## src/rtl/atan_share_arbiter_if.sv

```systemverilog
// Bundle between the shared arctan arbiter and its clients/core: requester handshakes,
// core issue/return path, per-owner responses and occupancy status.
interface atan_share_arbiter_if #(
    parameter int N_REQ           = 4,
    parameter int DIN_WIDTH       = 32,
    parameter int DOUT_WIDTH      = 16,
    parameter int MAX_OUTSTANDING = 4
);
    localparam int TOTAL_WIDTH = $clog2(N_REQ * MAX_OUTSTANDING + 1);

    logic [N_REQ*DIN_WIDTH-1:0] req_din1;
    logic [N_REQ*DIN_WIDTH-1:0] req_din2;
    logic [N_REQ-1:0]           req_valid;
    logic [N_REQ-1:0]           req_ready;
    logic [DIN_WIDTH-1:0]       core_din1;
    logic [DIN_WIDTH-1:0]       core_din2;
    logic                       core_din_valid;
    logic [DOUT_WIDTH-1:0]      core_dout;
    logic                       core_dout_valid;
    logic [DOUT_WIDTH-1:0]      resp_dout;
    logic [N_REQ-1:0]           resp_valid;
    logic [TOTAL_WIDTH-1:0]     outstanding_total;
    logic                       err;

    // Arbiter side
    modport slave (
        input  req_din1, req_din2, req_valid, core_dout, core_dout_valid,
        output req_ready, core_din1, core_din2, core_din_valid,
               resp_dout, resp_valid, outstanding_total, err
    );

    // Client/core side
    modport master (
        output req_din1, req_din2, req_valid, core_dout, core_dout_valid,
        input  req_ready, core_din1, core_din2, core_din_valid,
               resp_dout, resp_valid, outstanding_total, err
    );
endinterface

```

## src/rtl/atan_share_arbiter.sv

```systemverilog
// Round-robin sharing of one fixed-latency arctan pipeline: credit-limited per-requester
// issue, tag pipeline aligned to the core latency, one-hot result routing and error check.
module atan_share_arbiter #(
    parameter int N_REQ           = 4,
    parameter int DIN_WIDTH       = 32,
    parameter int DOUT_WIDTH      = 16,
    parameter int PIPE_LATENCY    = 20,
    parameter int MAX_OUTSTANDING = 4
) (
    input  logic                 clk,
    input  logic                 rst,
    atan_share_arbiter_if.slave  bus_if
);
    localparam int IDW = $clog2(N_REQ);
    localparam int CW  = $clog2(MAX_OUTSTANDING + 1);
    localparam int TW  = $clog2(N_REQ * MAX_OUTSTANDING + 1);
    localparam int BW  = $clog2(PIPE_LATENCY + 1);

    logic [CW-1:0]         cnt_q [N_REQ];
    logic [CW-1:0]         cnt_d [N_REQ];
    logic [DIN_WIDTH-1:0]  din1_arr [N_REQ];
    logic [DIN_WIDTH-1:0]  din2_arr [N_REQ];
    logic [N_REQ-1:0]      eligible;
    logic [N_REQ-1:0]      acc_oh;
    logic [N_REQ-1:0]      ret_oh;

    logic [IDW-1:0]        rr_ptr_q, rr_ptr_d;
    logic [IDW:0]          cand;
    logic                  grant_found;
    logic [IDW-1:0]        grant_idx;

    // Stage 0 shadows the issue register; stage PIPE_LATENCY lines up with core_dout_valid.
    logic [PIPE_LATENCY:0] tag_valid_q, tag_valid_d;
    logic [IDW-1:0]        tag_id_q [PIPE_LATENCY+1];
    logic                  last_valid;
    logic [IDW-1:0]        last_id;

    logic [DIN_WIDTH-1:0]  core_din1_q, core_din2_q;
    logic                  core_din_valid_q;
    logic [DOUT_WIDTH-1:0] resp_dout_q;
    logic [N_REQ-1:0]      resp_valid_q;
    logic [TW-1:0]         total_q, total_d;
    logic                  err_q;
    logic [BW-1:0]         blank_q;
    logic                  blanking;
    logic                  resp_fire;
    logic                  err_set;

    genvar gi;
    generate
        for (gi = 0; gi < N_REQ; gi++) begin : g_req
            assign din1_arr[gi] = bus_if.req_din1[gi*DIN_WIDTH +: DIN_WIDTH];
            assign din2_arr[gi] = bus_if.req_din2[gi*DIN_WIDTH +: DIN_WIDTH];
            assign eligible[gi] = bus_if.req_valid[gi] && (cnt_q[gi] < CW'(MAX_OUTSTANDING));
            assign acc_oh[gi]   = grant_found && (grant_idx == IDW'(gi));
            assign ret_oh[gi]   = last_valid && (last_id == IDW'(gi));
            assign cnt_d[gi]    = (acc_oh[gi] && !ret_oh[gi]) ? cnt_q[gi] + 1'b1 :
                                  (!acc_oh[gi] && ret_oh[gi]) ? cnt_q[gi] - 1'b1 :
                                  cnt_q[gi];
        end
    endgenerate

    // Scan from rr_ptr upward, wrapping at N_REQ; first eligible index wins.
    always_comb begin
        grant_found = 1'b0;
        grant_idx   = '0;
        cand        = '0;
        for (int k = 0; k < N_REQ; k++) begin
            cand = {1'b0, rr_ptr_q} + (IDW+1)'(k);
            if (cand >= (IDW+1)'(N_REQ)) begin
                cand = cand - (IDW+1)'(N_REQ);
            end
            if (!grant_found && eligible[cand[IDW-1:0]]) begin
                grant_found = 1'b1;
                grant_idx   = cand[IDW-1:0];
            end
        end
    end

    always_comb begin
        rr_ptr_d = rr_ptr_q;
        if (grant_found) begin
            rr_ptr_d = (grant_idx == IDW'(N_REQ - 1)) ? '0 : grant_idx + 1'b1;
        end
    end

    always_comb begin
        total_d = total_q;
        if (grant_found && !last_valid) begin
            total_d = total_q + TW'(1);
        end else if (!grant_found && last_valid) begin
            total_d = total_q - TW'(1);
        end
    end

    assign tag_valid_d = {tag_valid_q[PIPE_LATENCY-1:0], grant_found};
    assign last_valid  = tag_valid_q[PIPE_LATENCY];
    assign last_id     = tag_id_q[PIPE_LATENCY];

    // The core is never reset, so its output is untrusted until the old contents have drained.
    assign blanking  = (blank_q != '0);
    assign resp_fire = last_valid && bus_if.core_dout_valid && !blanking;
    assign err_set   = !blanking && (last_valid != bus_if.core_dout_valid);

    always_ff @(posedge clk or posedge rst) begin
        if (rst) begin
            rr_ptr_q         <= '0;
            core_din1_q      <= '0;
            core_din2_q      <= '0;
            core_din_valid_q <= 1'b0;
            tag_valid_q      <= '0;
            resp_dout_q      <= '0;
            resp_valid_q     <= '0;
            total_q          <= '0;
            err_q            <= 1'b0;
            blank_q          <= BW'(PIPE_LATENCY);
            for (int k = 0; k <= PIPE_LATENCY; k++) begin
                tag_id_q[k] <= '0;
            end
            for (int k = 0; k < N_REQ; k++) begin
                cnt_q[k] <= '0;
            end
        end else begin
            rr_ptr_q         <= rr_ptr_d;
            core_din_valid_q <= grant_found;
            if (grant_found) begin
                core_din1_q <= din1_arr[grant_idx];
                core_din2_q <= din2_arr[grant_idx];
            end
            tag_valid_q <= tag_valid_d;
            tag_id_q[0] <= grant_idx;
            for (int k = 1; k <= PIPE_LATENCY; k++) begin
                tag_id_q[k] <= tag_id_q[k-1];
            end
            for (int k = 0; k < N_REQ; k++) begin
                cnt_q[k] <= cnt_d[k];
            end
            total_q      <= total_d;
            resp_valid_q <= resp_fire ? ret_oh : '0;
            if (resp_fire) begin
                resp_dout_q <= bus_if.core_dout;
            end
            if (err_set) begin
                err_q <= 1'b1;
            end
            if (blanking) begin
                blank_q <= blank_q - 1'b1;
            end
        end
    end

    assign bus_if.req_ready         = rst ? '0 : acc_oh;
    assign bus_if.core_din1         = core_din1_q;
    assign bus_if.core_din2         = core_din2_q;
    assign bus_if.core_din_valid    = core_din_valid_q;
    assign bus_if.resp_dout         = resp_dout_q;
    assign bus_if.resp_valid        = resp_valid_q;
    assign bus_if.outstanding_total = total_q;
    assign bus_if.err               = err_q;
endmodule

```

## src/flat_wrapper.sv

```systemverilog
// flat-port wrapper written by rule: the top's interface ports become plain ports
module atan_share_arbiter_flat 
#(
    parameter int N_REQ           = 4,
    parameter int DIN_WIDTH       = 32,
    parameter int DOUT_WIDTH      = 16,
    parameter int PIPE_LATENCY    = 20,
    parameter int MAX_OUTSTANDING = 4
)
  (clk, rst, bus_if_req_din1, bus_if_req_din2, bus_if_req_valid, bus_if_core_dout, bus_if_core_dout_valid, bus_if_req_ready, bus_if_core_din1, bus_if_core_din2, bus_if_core_din_valid, bus_if_resp_dout, bus_if_resp_valid, bus_if_outstanding_total, bus_if_err);
  atan_share_arbiter_if #(.N_REQ(N_REQ), .DIN_WIDTH(DIN_WIDTH), .DOUT_WIDTH(DOUT_WIDTH), .MAX_OUTSTANDING(MAX_OUTSTANDING)) bus_if_i ();
  input  logic clk;
  input  logic rst;
  input wire logic [$bits(bus_if_i.req_din1)-1:0] bus_if_req_din1;
  input wire logic [$bits(bus_if_i.req_din2)-1:0] bus_if_req_din2;
  input wire logic [$bits(bus_if_i.req_valid)-1:0] bus_if_req_valid;
  input wire logic [$bits(bus_if_i.core_dout)-1:0] bus_if_core_dout;
  input wire logic [$bits(bus_if_i.core_dout_valid)-1:0] bus_if_core_dout_valid;
  output wire logic [$bits(bus_if_i.req_ready)-1:0] bus_if_req_ready;
  output wire logic [$bits(bus_if_i.core_din1)-1:0] bus_if_core_din1;
  output wire logic [$bits(bus_if_i.core_din2)-1:0] bus_if_core_din2;
  output wire logic [$bits(bus_if_i.core_din_valid)-1:0] bus_if_core_din_valid;
  output wire logic [$bits(bus_if_i.resp_dout)-1:0] bus_if_resp_dout;
  output wire logic [$bits(bus_if_i.resp_valid)-1:0] bus_if_resp_valid;
  output wire logic [$bits(bus_if_i.outstanding_total)-1:0] bus_if_outstanding_total;
  output wire logic [$bits(bus_if_i.err)-1:0] bus_if_err;
  assign bus_if_i.req_din1 = bus_if_req_din1;
  assign bus_if_i.req_din2 = bus_if_req_din2;
  assign bus_if_i.req_valid = bus_if_req_valid;
  assign bus_if_i.core_dout = bus_if_core_dout;
  assign bus_if_i.core_dout_valid = bus_if_core_dout_valid;
  assign bus_if_req_ready = bus_if_i.req_ready;
  assign bus_if_core_din1 = bus_if_i.core_din1;
  assign bus_if_core_din2 = bus_if_i.core_din2;
  assign bus_if_core_din_valid = bus_if_i.core_din_valid;
  assign bus_if_resp_dout = bus_if_i.resp_dout;
  assign bus_if_resp_valid = bus_if_i.resp_valid;
  assign bus_if_outstanding_total = bus_if_i.outstanding_total;
  assign bus_if_err = bus_if_i.err;
  atan_share_arbiter #(.N_REQ(N_REQ), .DIN_WIDTH(DIN_WIDTH), .DOUT_WIDTH(DOUT_WIDTH), .PIPE_LATENCY(PIPE_LATENCY), .MAX_OUTSTANDING(MAX_OUTSTANDING)) u_core (.clk(clk), .rst(rst), .bus_if(bus_if_i));
endmodule
```

## config.mk

```make
export PLATFORM = sky130hd
export DESIGN_NAME = atan_share_arbiter_flat
export DESIGN_NICKNAME = d
export VERILOG_FILES = /design/src/rtl/atan_share_arbiter_if.sv /design/src/rtl/atan_share_arbiter.sv /design/src/flat_wrapper.sv
export SDC_FILE = /design/constraint.sdc
export NUM_CORES = 1
export LEC_CHECK = 0
export CAP_MARGIN = 20
export CORE_AREA = 2 2 146 148
export DETAILED_ROUTE_END_ITERATION = 7
export DIE_AREA = 0 0 148 150
export GPL_TIMING_DRIVEN = 0
export PLACE_DENSITY = 0.73
export SKIP_CTS_REPAIR_TIMING = 1
export SYNTH_ARGS = -nofsm -noshare
export SYNTH_HDL_FRONTEND = slang
export SYNTH_SLANG_ARGS = --single-unit
```

## constraint.sdc

```tcl
create_clock -name clk -period 18.8 [get_ports clk]
set_input_delay 5.64 -clock clk [delete_from_list [all_inputs] [get_ports clk]]
set_output_delay 5.64 -clock clk [all_outputs]
set_load 0.005 [all_outputs]
```

# == Yosys cells after proc, flatten, opt, wreduce, memory -nomap -nowiden ==
# Index checks and enable logic that the tools add are counted.
# word_totals
output_inout_bits,95
ff_bits,173
input_bits,279
mem_count,0
latch_bits,0
wordCells,164
mem_bits_ro,0
ramBits,0
# classes
mux,39
n_lt_le_gt_ge,13
n_eq_ne,7
bitwise_logic,1
n_div,0
n_addsub,19
multipliers,0
n_shift,0
n_reduce_logical,50
# ops
op,n
32-bit binary-select mux with 2-bit select,2
32-bit two-way mux,4
1-bit logical AND,28
3-bit two-way mux,8
2-bit two-way mux,9
1-bit zero test,14
3-bit by 1-bit adder with 3-bit output (second input constant),4
3-bit greater-or-equal comparator (second input constant),4
2-bit by 3-bit less-than comparator with 1-bit output (second input constant),4
3-bit less-than comparator (second input constant),4
3-bit by 1-bit subtractor with 3-bit output (second input constant),4
5-bit two-way mux,2
2-bit nonzero test,5
5-bit by 1-bit subtractor with 5-bit output (second input constant),2
1-bit binary-select mux with 2-bit select,4
2-bit == test (second input constant),4
1-bit two-way mux,8
4-bit two-way mux,2
2-bit by 1-bit subtractor with 2-bit output (second input constant),4
2-bit by 2-bit adder with 3-bit output (second input constant),2
5-bit by 1-bit adder with 5-bit output (second input constant),1
5-bit nonzero test,1
2-bit by 1-bit == test with 1-bit output (second input constant),2
2-bit zero test,2
5 further kinds,5

# == Depth between registers and ports, before layout ==
# depth
word_depth,20
depth_mapped,15
mapped_depth_nobuf,13

# == Worst setup path before layout ==
# No wires, ideal clock.
# synth_path
path_type,in2out
start,input rst
end,output bus_if_req_ready[0]
t_arrival_ns,9.779
path_slack_ns,3.381
stages,2
n_path_buf,0
path_cell_list,inv_1 -> and3_1
# synth_between
elab_chain_cells,1
# synth_lines
item,line_no,source
from (decl),flat_wrapper.sv:13,input logic rst;
4-bit two-way mux,atan_share_arbiter.sv:152,assign bus_if.req_ready = rst ? '0 : acc_oh;
to (decl),flat_wrapper.sv:19,output wire logic [$bits(bus_if_i.req_ready)-1:0] bus_if_req_ready;
# No other way between the ends.

# == Final worst setup path ==
# layout_path
start,input bus_if_req_valid[1]
end,output bus_if_req_ready[3]
# layout_between
elab_chain_cells,16
# layout_lines
item,line_no,source
from (decl),flat_wrapper.sv:16,input wire logic [$bits(bus_if_i.req_valid)-1:0] bus_if_req_valid;
1-bit logical AND (*),atan_share_arbiter.sv:54,assign eligible[gi] = bus_if.req_valid[gi] && (cnt_q[gi] < CW'(MAX_OUTSTANDING));
1-bit binary-select mux with 2-bit select,atan_share_arbiter.sv:73,if (!grant_found && eligible[cand[IDW-1:0]]) begin
1-bit two-way mux (implied by the code),atan_share_arbiter.sv:73,
1-bit two-way mux,atan_share_arbiter.sv:73,
1-bit zero test,atan_share_arbiter.sv:73,
1-bit logical AND,atan_share_arbiter.sv:73,
1-bit two-way mux,atan_share_arbiter.sv:73,
1-bit zero test,atan_share_arbiter.sv:73,
1-bit logical AND,atan_share_arbiter.sv:73,
1-bit two-way mux,atan_share_arbiter.sv:73,
1-bit zero test,atan_share_arbiter.sv:73,
1-bit logical AND,atan_share_arbiter.sv:73,
2-bit two-way mux,atan_share_arbiter.sv:73,
2-bit == test,atan_share_arbiter.sv:55,assign acc_oh[gi] = grant_found && (grant_idx == IDW'(gi));
1-bit logical AND (*),atan_share_arbiter.sv:55,
4-bit two-way mux (*),atan_share_arbiter.sv:152,
# Mark *: on every way between the ends. The rest lies on a longest branch, timed or not. The select of a mux whose other input is x is not followed.

==> flow_results.xml <==
<?xml version="1.0" encoding="UTF-8"?>
<metrics>
  <group name="detailed_routing">
    <metric name="postRouteWirelength" unit="µm">24800</metric>
    <metric name="wl_per_cell" unit="µm">19.8</metric>
    <metric name="via_count" unit="">6318</metric>
    <metric name="drtIter0Drc" unit="">507</metric>
    <metric name="drt-pass1-iter-count" unit="">8</metric>
    <metric name="route.detailed.drc" unit="">0</metric>
    <metric name="route.detailed.vias_per_inst" unit="">5.04</metric>
    <metric name="ant_nets" unit="">0</metric>
  </group>
  <group name="timing">
    <metric name="fin_tns_setup" unit="ns">0</metric>
    <metric name="setup-violations-final" unit="">0</metric>
    <metric name="final_hold_viol_count" unit="">0</metric>
    <metric name="clock-skew-final" unit="ns">0.0109</metric>
    <metric name="final-max-slew-violation-count" unit="">0</metric>
    <metric name="post-route-min-period" unit="ns">14.40</metric>
    <metric name="fin_crit_sh" unit="">0.766</metric>
    <metric name="transition_time_at_the_pin_with_the_least_slew_margin" unit="ns">0.687</metric>
    <metric name="rsz0062_at_grt" unit="">no</metric>
    <metric name="max_freq" unit="GHz">0.0694</metric>
    <metric name="relSlewSlack" unit="">0.542</metric>
  </group>
  <group name="power">
    <metric name="power.static_leakage" unit="nW">5.00</metric>
    <metric name="ir_drop" unit="mV">0.0740</metric>
    <metric name="post-layout-total-power" unit="mW">1.78</metric>
    <metric name="power_density" unit="nW/µm²">148</metric>
  </group>
  <group name="hold_path">
    <metric name="hold_path.class" unit="">reg -&gt; reg</metric>
  </group>
  <group name="logic_synthesis">
    <metric name="share_of_the_synthesized_area_in_compound_gates_ao_oa_aoi_oai" unit="">0.154</metric>
    <metric name="synth_fp_nets" unit="">864</metric>
    <metric name="syn_area_per_cell" unit="µm²">12.8</metric>
    <metric name="main_flop_type_after_synthesis" unit="">sky130_fd_sc_hd__dfrtp_1</metric>
    <metric name="post_synth_and_or_nand_nor_area_fraction" unit="">0.0634</metric>
    <metric name="synth.yosys.seq_area_share" unit="">0.590</metric>
    <metric name="synthesis.instances" unit="">569</metric>
    <metric name="synth_edf_count" unit="">0</metric>
    <metric name="combinational_family_with_the_most_area_after_synthesis" unit="">compound AO/OA/AOI/OAI gates</metric>
    <metric name="post_synth_num_cell_types" unit="">43</metric>
    <metric name="synth_xor_area_frac" unit="">0.0252</metric>
    <metric name="syn-cell-area" unit="µm²">7300</metric>
    <metric name="postSynthRegisterBits" unit="">172</metric>
    <metric name="postSynth.asyncResetShare" unit="">1.00</metric>
    <metric name="synth.mux.area_fraction" unit="">0.0901</metric>
    <metric name="yosysWarnings" unit="">0</metric>
    <metric name="synth_adder_area_share" unit="">0.0326</metric>
  </group>
  <group name="critical_path">
    <metric name="timing.critical_path.required" unit="ns">13.16</metric>
    <metric name="cp_data_arrival_time" unit="ns">8.76</metric>
    <metric name="critical_path.endpoint_type" unit="">primary output</metric>
    <metric name="worst-setup-path-type" unit="">in -&gt; out</metric>
    <metric name="timing.critical_path.fanout_max" unit="">10</metric>
    <metric name="crit_path_start_kind" unit="">primary input</metric>
  </group>
  <group name="placement">
    <metric name="port_buffers" unit="">373</metric>
    <metric name="placed_cell_area" unit="µm²">11400</metric>
    <metric name="dp.final_hpwl" unit="µm">19200</metric>
    <metric name="placer_s_final_routability_congestion_estimate" unit="">0.820</metric>
  </group>
  <group name="cts">
    <metric name="clock-root-buffer" unit="">sky130_fd_sc_hd__clkbuf_16</metric>
    <metric name="htreeDepth" unit="">4</metric>
    <metric name="insertion_delay" unit="ns">0.42</metric>
    <metric name="tritoncts.num_buffers" unit="">17</metric>
    <metric name="numClockSinks" unit="">172</metric>
    <metric name="tritoncts_clock_tree" unit="">yes</metric>
    <metric name="max-clock-path-buffers" unit="">2</metric>
    <metric name="clk_pin_slew" unit="ns">0.07</metric>
  </group>
  <group name="finish">
    <metric name="final_core_util" unit="">0.581</metric>
    <metric name="finalInstanceArea" unit="µm²">12000</metric>
    <metric name="area.growth.synth_to_final" unit="%">64.5</metric>
    <metric name="fin_nets" unit="">1257</metric>
    <metric name="layout-drive-gt1-share" unit="">0.0903</metric>
  </group>
  <group name="grt">
    <metric name="grt.overflow.total" unit="">0</metric>
    <metric name="first_global_vias" unit="">6591</metric>
    <metric name="maximum_number_of_pins_on_one_net_before_global_route_repair" unit="">133</metric>
    <metric name="initial_antenna_violation_count" unit="">3</metric>
    <metric name="grtUsageTotal" unit="">0.222</metric>
    <metric name="grt_first_pass_wirelength" unit="µm">37200</metric>
  </group>
  <group name="floorplanning">
    <metric name="core_area" unit="µm²">20700</metric>
    <metric name="die_w" unit="µm">148</metric>
    <metric name="row_count" unit="">53</metric>
    <metric name="fp.dieArea" unit="µm²">22200</metric>
    <metric name="initial_core_util" unit="">0.353</metric>
    <metric name="die-height" unit="µm">150</metric>
    <metric name="ios" unit="">374</metric>
  </group>
  <group name="status">
    <metric name="status" unit="">finished clean</metric>
  </group>
  <group name="run">
    <metric name="drv_cap" unit="">0</metric>
  </group>
</metrics>
## path summary, 6_finish.rpt
kind / slack, ns / cells past startpoint / from / to
worst min-delay path: 0.34 / 0 / u_core.tag_id_q[37] / u_core.tag_id_q[35]
max in group asynchronous: 12.26 / 3 / rst / u_core.bus_if.outstanding_total[3]
worst max register to register: 15.27 / 12 / u_core.cnt_q[5] / u_core.cnt_q[1]
worst min register to register: 0.34 / 0 / u_core.tag_id_q[37] / u_core.tag_id_q[35]
worst max-delay path: 4.40 / 12 / bus_if_req_valid[1] / bus_if_req_ready[3]
min in group asynchronous: 5.60 / 2 / rst / u_core.bus_if.core_din2[2]
## Yosys cell counts, drive strengths merged, types with 2 or more instances
library cell | instances | area share
a21o | 3 | 0.0031
a21oi | 4 | 0.0027
a222oi | 40 | 0.055
a22oi | 48 | 0.049
and2 | 5 | 0.0043
buf | 27 | 0.031
clkbuf | 15 | 0.0077
dfrtp | 170 | 0.58
dfstp | 2 | 0.0072
fa | 5 | 0.014
ha | 11 | 0.019
inv | 12 | 0.0062
mux2 | 22 | 0.034
mux2i | 41 | 0.056
nand2 | 28 | 0.014
nand2b | 2 | 0.0017
nand3 | 25 | 0.017
nand3b | 2 | 0.0021
nor2 | 20 | 0.010
nor2b | 4 | 0.0045
nor3b | 2 | 0.0027
o211a | 2 | 0.0027
o21ai | 44 | 0.030
o32a | 2 | 0.0027
xnor2 | 10 | 0.012
xor2 | 11 | 0.013
## report_power, final
part	internal [mW]	switching, mW	total [mW]
registers	0.541	0.0924	0.634
clock network	0.201	0.154	0.355
logic	0.441	0.353	0.794
total	1.18	0.600	1.78
## metal layers
layer  GRT usage  vias to the layer above  wire length (µm)
li1            -                     2919                 -
met1       0.262                     3097              9670
met2       0.393                      277             12900
met3      0.0598                       25              1860
met4      0.0686                        0               399
met5           0                        -                 0
## area by class of cell
| cell class | count | area (µm²) |
|---|---|---|
| antenna | 3 | 7.51 |
| clock inverter | 13 | 159 |
| multi-input combinational | 343 | 2670 |
| timing repair buffer | 374 | 3760 |
| fill | 1767 | 8680 |
| buffer | 42 | 279 |
| inverter | 12 | 52.6 |
| tap | 275 | 344 |
| clock buffer | 19 | 433 |
| sequential | 172 | 4310 |
## registers in the layout, indices dropped and copies added, names as in the netlist
register,count
u_core.tag_id_q,40
u_core.bus_if.core_din1,32
u_core.bus_if.core_din2,32
u_core.tag_valid_q,21
u_core.bus_if.resp_dout,16
u_core.cnt_q,12
u_core.blank_q,5
u_core.bus_if.outstanding_total,5
u_core.bus_if.resp_valid,4
u_core.last_id,2
u_core.rr_ptr_q,2
u_core.bus_if.err,1
## placed cells by master (no fill, tap or decap), drive strengths merged, types with 2 or more instances in the layout
master         netlist  final
a21oi                4      4
clkdlybuf4s50        0    373
nor2                20     20
dfstp                2      2
mux2                22     22
a22oi               48     48
xor2                11     11
xnor2               10     10
nor3b                2      2
mux2i               41     41
a222oi              40     40
nand3               25     25
ha                  11     11
buf                 27     28
clkbuf              15     34
nand3b               2      2
inv                 12     18
fa                   5      5
o211a                2      2
o21ai               44     44
a21o                 3      3
nand2               28     28
nor2b                4      4
diode                0      3
dfrtp              170    170
o32a                 2      2
nand2b               2      2
and2                 5      5
clkinv               0      5
bufinv               0      2
## worst max-delay path: stages
cell                              delay, ns
sky130_fd_sc_hd__clkdlybuf4s50_1       0.43
sky130_fd_sc_hd__nor2b_1               0.14
sky130_fd_sc_hd__buf_4                 0.17
sky130_fd_sc_hd__nor2_1                0.09
sky130_fd_sc_hd__nor2_1                0.05
sky130_fd_sc_hd__o221ai_1              0.56
sky130_fd_sc_hd__clkbuf_1              0.55
sky130_fd_sc_hd__inv_1                 0.10
sky130_fd_sc_hd__ha_1                  0.23
sky130_fd_sc_hd__nor2b_1               0.18
sky130_fd_sc_hd__and2_1                0.20
sky130_fd_sc_hd__clkdlybuf4s50_1       0.44
## stage by stage
step / hold WS, ns / instances / worst slack (ns)
final: 0.342 / 1253 / 4.40
after floorplan: 0.331 / 569 / 3.38
after CTS: 0.345 / 1250 / 4.33
after global placement: 0.334 / 1217 / 0.830
after detailed placement: 0.335 / 1218 / 4.34
after global routing: 0.347 / 1253 / 4.17
## cells by family after synthesis
family          after synthesis
flops                       172
xor+xnor                     21
simple gates                 93
compound gates              150
mux                          63
buf+inv                      54
fa+ha+maj                    16
No activity file was read; power rests on OpenSTA's default activity.
